### src/rtl/shift_rotate_unit.sv
// Sequential shift/rotate unit: one bit position per clock behind a start/done handshake.
// Supports SLL, SRL, SRA, ROR and ROL, with carry, zero and illegal-mode flags.
module shift_rotate_unit #(
    parameter int unsigned WIDTH = 8,
    parameter int unsigned AMT_W = 3
) (
    input  logic             clk,
    input  logic             rst_n,
    input  logic             start,
    input  logic [2:0]       mode,
    input  logic [WIDTH-1:0] operand,
    input  logic [AMT_W-1:0] amount,
    output logic [WIDTH-1:0] result,
    output logic             busy,
    output logic             done,
    output logic             carry,
    output logic             zero_c,
    output logic             illegal
);

    localparam logic [2:0] MODE_SLL = 3'b000;
    localparam logic [2:0] MODE_SRL = 3'b001;
    localparam logic [2:0] MODE_SRA = 3'b010;
    localparam logic [2:0] MODE_ROR = 3'b011;
    localparam logic [2:0] MODE_ROL = 3'b100;

    typedef enum logic {
        S_IDLE  = 1'b0,
        S_SHIFT = 1'b1
    } state_e;

    state_e           state_q, state_d;
    logic [WIDTH-1:0] work_q, work_d;
    logic [AMT_W-1:0] cnt_q, cnt_d;
    logic [2:0]       mode_q, mode_d;
    logic [WIDTH-1:0] result_q, result_d;
    logic             done_q, done_d;
    logic             carry_q, carry_d;
    logic             illegal_q, illegal_d;

    logic [WIDTH-1:0] step_w;
    logic             step_out;
    logic             step_carry;
    logic             mode_bad;

    // Single-position step of the working register for the latched mode.
    always_comb begin
        step_w     = work_q;
        step_out   = 1'b0;
        step_carry = 1'b0;
        unique case (mode_q)
            MODE_SLL: begin
                step_w     = {work_q[WIDTH-2:0], 1'b0};
                step_out   = work_q[WIDTH-1];
                step_carry = step_out;
            end
            MODE_SRL: begin
                step_w     = {1'b0, work_q[WIDTH-1:1]};
                step_out   = work_q[0];
                step_carry = step_out;
            end
            MODE_SRA: begin
                step_w     = {work_q[WIDTH-1], work_q[WIDTH-1:1]};
                step_out   = work_q[0];
                step_carry = step_out;
            end
            MODE_ROR: begin
                step_w     = {work_q[0], work_q[WIDTH-1:1]};
                step_carry = step_w[WIDTH-1];
            end
            MODE_ROL: begin
                step_w     = {work_q[WIDTH-2:0], work_q[WIDTH-1]};
                step_carry = step_w[0];
            end
            default: begin
                step_w     = work_q;
                step_carry = 1'b0;
            end
        endcase
    end

    assign mode_bad = (mode_q > MODE_ROL);

    // Next-state and registered-output logic.
    always_comb begin
        state_d   = state_q;
        work_d    = work_q;
        cnt_d     = cnt_q;
        mode_d    = mode_q;
        result_d  = result_q;
        done_d    = 1'b0;
        carry_d   = carry_q;
        illegal_d = illegal_q;

        unique case (state_q)
            S_IDLE: begin
                if (start) begin
                    work_d  = operand;
                    cnt_d   = amount;
                    mode_d  = mode;
                    state_d = S_SHIFT;
                end
            end
            S_SHIFT: begin
                if (mode_bad || (cnt_q == '0)) begin
                    // No steps: the operand passes through unchanged.
                    result_d  = work_q;
                    carry_d   = 1'b0;
                    illegal_d = mode_bad;
                    done_d    = 1'b1;
                    state_d   = S_IDLE;
                end else if (cnt_q == AMT_W'(1)) begin
                    work_d    = step_w;
                    result_d  = step_w;
                    carry_d   = step_carry;
                    illegal_d = 1'b0;
                    done_d    = 1'b1;
                    state_d   = S_IDLE;
                end else begin
                    work_d = step_w;
                    cnt_d  = cnt_q - AMT_W'(1);
                end
            end
            default: state_d = S_IDLE;
        endcase
    end

    always_ff @(posedge clk or negedge rst_n) begin
        if (!rst_n) begin
            state_q   <= S_IDLE;
            work_q    <= '0;
            cnt_q     <= '0;
            mode_q    <= '0;
            result_q  <= '0;
            done_q    <= 1'b0;
            carry_q   <= 1'b0;
            illegal_q <= 1'b0;
        end else begin
            state_q   <= state_d;
            work_q    <= work_d;
            cnt_q     <= cnt_d;
            mode_q    <= mode_d;
            result_q  <= result_d;
            done_q    <= done_d;
            carry_q   <= carry_d;
            illegal_q <= illegal_d;
        end
    end

    assign result  = result_q;
    assign busy    = (state_q == S_SHIFT);
    assign done    = done_q;
    assign carry   = carry_q;
    assign illegal = illegal_q;
    assign zero_c  = (result_q == '0);

endmodule

### config.mk
export PLATFORM = sky130hd
export DESIGN_NAME = shift_rotate_unit
export DESIGN_NICKNAME = d
export VERILOG_FILES = /design/src/rtl/shift_rotate_unit.sv
export SDC_FILE = /design/constraint.sdc
export NUM_CORES = 1
export LEC_CHECK = 0
export ABC_AREA = 0
export BUFFER_PORTS_ARGS = -buffer_cell sky130_fd_sc_hd__buf_2
export CAP_MARGIN = 25
export CORE_MARGIN = 5
export CORE_UTILIZATION = 58
export CTS_CLUSTER_DIAMETER = 120
export DETAILED_ROUTE_END_ITERATION = 6
export HOLD_SLACK_MARGIN = 0.05
export PLACE_DENSITY = 0.91
export SYNTH_ARGS = -nofsm -noshare
export SYNTH_HDL_FRONTEND = slang
export SYNTH_SLANG_ARGS = --single-unit
### constraint.sdc
create_clock -name clk -period 2.7 [get_ports clk]
set_clock_uncertainty 0.05 [all_clocks]
set_input_delay 0.135 -clock clk [delete_from_list [all_inputs] [get_ports clk]]
set_output_delay 0.135 -clock clk [all_outputs]
set_load 0.02 [all_outputs]
Yosys cells after proc, flatten, opt, wreduce, memory -nomap -nowiden. Cells that the tools add are included.

Logic and storage cells: 52. Output and inout bits: 13. Bits in registers: 26.

Add/sub/neg operators: 1. Muxes and demuxes: 22. Reduce and logical (&&, ||, !) cells: 11. Eq/ne operators: 8. Bitwise gates (word level): 1. Order comparisons: 1.

Operator list (number): $pmux 8 s5 (1); $mux 8 (4); $pmux 8 s2 (1); $mux 1 (10); $mux 3 (3); $logic_not 8->1 (1); $eq 3x1->1 const B (2); $eq 3x2->1 const B (2); $logic_not 3->1 (2); $ne 2x2->1 const B (3); $pmux 3 s2 (1); $reduce_and 2->1 (3); $pmux 1 s2 (2); $eq 3x3->1 const B (1); $gt 3x3->1 const B (1); $reduce_and 3->1 (1); $reduce_or 3->1 (1); $sub 3x1->3 const B (1); $reduce_bool 2->1 (1); $reduce_or 2->1 (1); $logic_or 1x1->1 (1); $not 1->1 (1).

Depth between registers and ports, before layout.
Depth after elaboration: 5. Mapped depth: 7.

Worst setup path after synthesis. No wires, ideal clock.

Path kind: reg-to-reg. Start point: register cnt_q[0]. End point: register work_q[1]. Arrival time: 1314 ps. Library setup time: 146 ps. Stages on the path, launching flop included: 6. Slack: 1190 ps. Buffers on the path: 0. Path through: dfrtp_1 -> inv_1 -> ha_1 -> nor2b_1 -> nor2_1 -> a221oi_2.

Word-level cells in the longest chain between the ends: 4.

RTL lines: from (decl) (RTL line 34) `logic [AMT_W-1:0] cnt_q, cnt_d;`; from (signal assigned) (RTL line 141) `cnt_q <= cnt_d;`; $logic_not 3->1 (RTL line 105) `if (mode_bad || (cnt_q == '0)) begin`; $logic_or 1x1->1 (RTL line 105); $ne 2x2->1 (no line); $reduce_and 2->1 (no line); to (signal assigned) (RTL line 140) `work_q <= work_d;`; to (decl) (RTL line 33) `logic [WIDTH-1:0] work_q, work_d;`.

Every way passes these cells. A chain may end at the register's enable or synchronous reset.

Worst setup path after layout.
Start point: register state_q (netlist: busy). End point: register work_q[3].

Word-level cells in the longest chain between the ends: 3. Elaborated cells on any way between the ends: 5. Classes of those cells: eq/ne: 2; mux: 1; bitwise: 1; reduce/logical: 1.

RTL lines: from (decl) (RTL line 32) `state_e state_q, state_d;`; from (signal assigned) (RTL line 139) `state_q <= state_d;`; $not 1->1 (no line); $ne 2x2->1 (no line); $reduce_and 2->1 (no line).

Several ways; a longest one is shown, not always the timed one.

==> results.txt <==
Post-synth net total - 165
CP max stage cell - nor2_1
DIE WIDTH - 60.3 um
Setup ws final - 0.799 ns
Area Growth Syn to Fin - 13.4%
Global Route Usage Sum - 20.9%
Vias in the first global route - 1250
Pre-antenna DRT Iters - 5
Initial Utilization - 59.7%
Fin. Hold Viols - 0
Worst EP arrival - 2.04 ns
Initial DRC Count - 79
Fraction of layout cells with a size suffix above 1 - 27.7%
Clk_lat worst skew - 0.32 ns
Clk sinks - 26
Leakage - 0.724 nW
N_diodes - 0
Critical path class - reg2reg
Delay-heaviest family, CP - simple AND/OR/NAND/NOR gates
WHS Path Cells - 3
Avg Inst Size Synth - 10.1 um2
Vias - 1300
Cell depth of the worst flop-to-flop path - 3
Register area share after synthesis - 44.4%
Routed WL - 3400 um
H-Tree Depth - 1
Post-CTS setup buffers - 0
Combined flip-flop and latch cell area - 651 um2
Placer's final routability congestion estimate - 0.894
Setup TNS - 0 ns
PD cells - 1280 nW/um2
# rows - 18
Crit path time final - 1.90 ns
Status - finished clean
Initial antenna violation count - 0
Routed Antenna Nets - 0
Max Slew Vio Count - 0
Max incr delay on CP - 0.65 ns
Area of the core - 2450 um2
Root Driver - clkbuf_4
Most common cell in the netlist - dfrtp_1
Final net count - 195
Post-Place Worst Slack - 0.840 ns
Fillcell total - 197
Hold WC Path Type - in2reg
Worst Path Required - 2.84 ns
XOR/XNOR Fraction of Synth Area - 0.597%
CTS Buf Count - 3
Largest family of logic cells by synthesized area - compound AO/OA/AOI/OAI gates
CP Capture Type - flop
Top cells by area, synth - dfrtp_1, a221oi_2, nor2_1, mux2i_1, o22ai_1
Post-synthesis adder-cell area fraction - 2.56%
Crit path depth - 3
# setup viols final - 0
Clock buffer depth - 2
Synth area leader - dfrtp_1
Rel. slew slack - 52.5%
Crit start category - flop
Die Span Y - 60.3 um
CP cell instances - inv_1 > nor2_1 > a221oi_2
Number of I/O port buffers - 29
Worst path buffer plus inverter count - 1
Mapped Cells - 145
GRT overflow - 0
Yosys cell types - 39
Post-synth top flop - dfrtp_1
Synth Area in Compound Gates - 25.9%
Max Freq - 526 MHz
Top cell type's share of synthesized area - 44.4%
DR vias/cell - 6.40
Post-synthesis mux area share - 6.40%
Syn. warnings - 0
CTS clock-pin slew for the worst setup and hold paths - 0.13 ns
RSZ-0062 raised after global routing - no
Worst VDD drop - 0.772 mV
Post-synthesis simple-gate area fraction - 14.7%
Per-cell routed wire length - 16.7 um
Least-Margin Pin Slew - 0.709 ns
DRC Markers - 0
Worst Path Max Fanout - 12
Global-route wire length before repair - 5740 um
Tcrit/Tclk final - 70.4%
FF+latch count, synth - 26
Max-Cap Viols - 0
Die area - 3630 um2
Post-synth EDFFs - 0
DP Wirelength - 2480 um
Post-synth ARST share - 100%
Boundary pin count - 30
Area of the multi-input gates - 734 um2
Top post-synthesis cells by count - dfrtp_1, nor2_1, a21oi_1
Pin count of the biggest net entering global routing - 27
CTS tree - yes
Synth Cell Area - 1470 um2
worst min-delay path: stages:
cell,delay (ns)
buf_2,0.08
a211oi_1,0.06
a21oi_1,0.13
layout make-up:
type                            instances  area share, %
Sequential cell                        26           39.1
Timing Repair Buffer                   34           11.7
Multi-Input combinational cell        104           44.2
Inverter                                6           1.35
Tap cell                               30           2.26
Clock buffer                            3           1.35
registers in the layout (all words and copies together), names as in the netlist:
signal	flops
illegal	1
work_q	8
busy	1
carry	1
done	1
cnt_q	3
result	8
mode_q	3
stage by stage:
stage	instances	utilization [%]	instance area, um2	power [mW]	hold WS [ns]
after global placement	195	64.8	1590	1.88	0.106
final	203	67.7	1660	2.12	0.0808
after CTS	203	67.7	1660	2.11	0.0596
after floorplan	145	-	1470	1.70	-0.211
after global routing	203	67.7	1660	2.28	0.0803
after detailed placement	195	64.8	1590	1.94	0.118
per-layer routing:
metal | global-route usage (%) | vias up | share of wire [%]
met2 | 32.6 | 77 | 48
met3 | 3.24 | 11 | 7.2
met5 | 0 | - | 0
met1 | 28.6 | 618 | 43
li1 | - | 594 | -
met4 | 8.86 | 0 | 1.7
cell families after synthesis:
family / count (synthesis)
multiplexers: 9
AND/OR/NAND/NOR: 43
AO/OA/AOI/OAI: 48
flip-flops: 26
buffers and inverters: 15
adder cells (fa/ha/maj): 3
XOR/XNOR: 1
placed cells by master, fill, tap and decap left out, drive strengths merged, types with 4 or more instances in the layout:
master,Yosys,routed
buf,6,29
or3,5,5
nor2b,4,4
mux2i,6,6
o21ai,9,9
o22ai,8,8
nor2,18,18
nand2,4,4
a211oi,5,5
a21oi,11,11
dlygate4sd3,0,5
dfrtp,26,26
a221oi,5,5
inv,6,6
final timing paths:
path	start	end	slack [ns]
max	busy	work_q[3]	0.80
min	amount[2]	cnt_q[2]	0.08
max reg2reg	busy	work_q[3]	0.80
min reg2reg	illegal	illegal	0.49
max in group asynchronous	rst_n	cnt_q[2]	1.95
min in group asynchronous	rst_n	work_q[5]	0.27
power breakdown:
part           total [mW]  internal, mW  leakage (nW)  switching (mW)
clock               0.162        0.0523        0.0138           0.110
combinational        1.15         0.460         0.417           0.692
sequential          0.809         0.577         0.293           0.233
repair_timing:
action	CTS	global route
hold endpoints to repair	30	0
gates resized for setup	0	0
hold buffers	5	0
setup endpoints to repair	0	0
No activity file was read; power rests on OpenSTA's default activity.
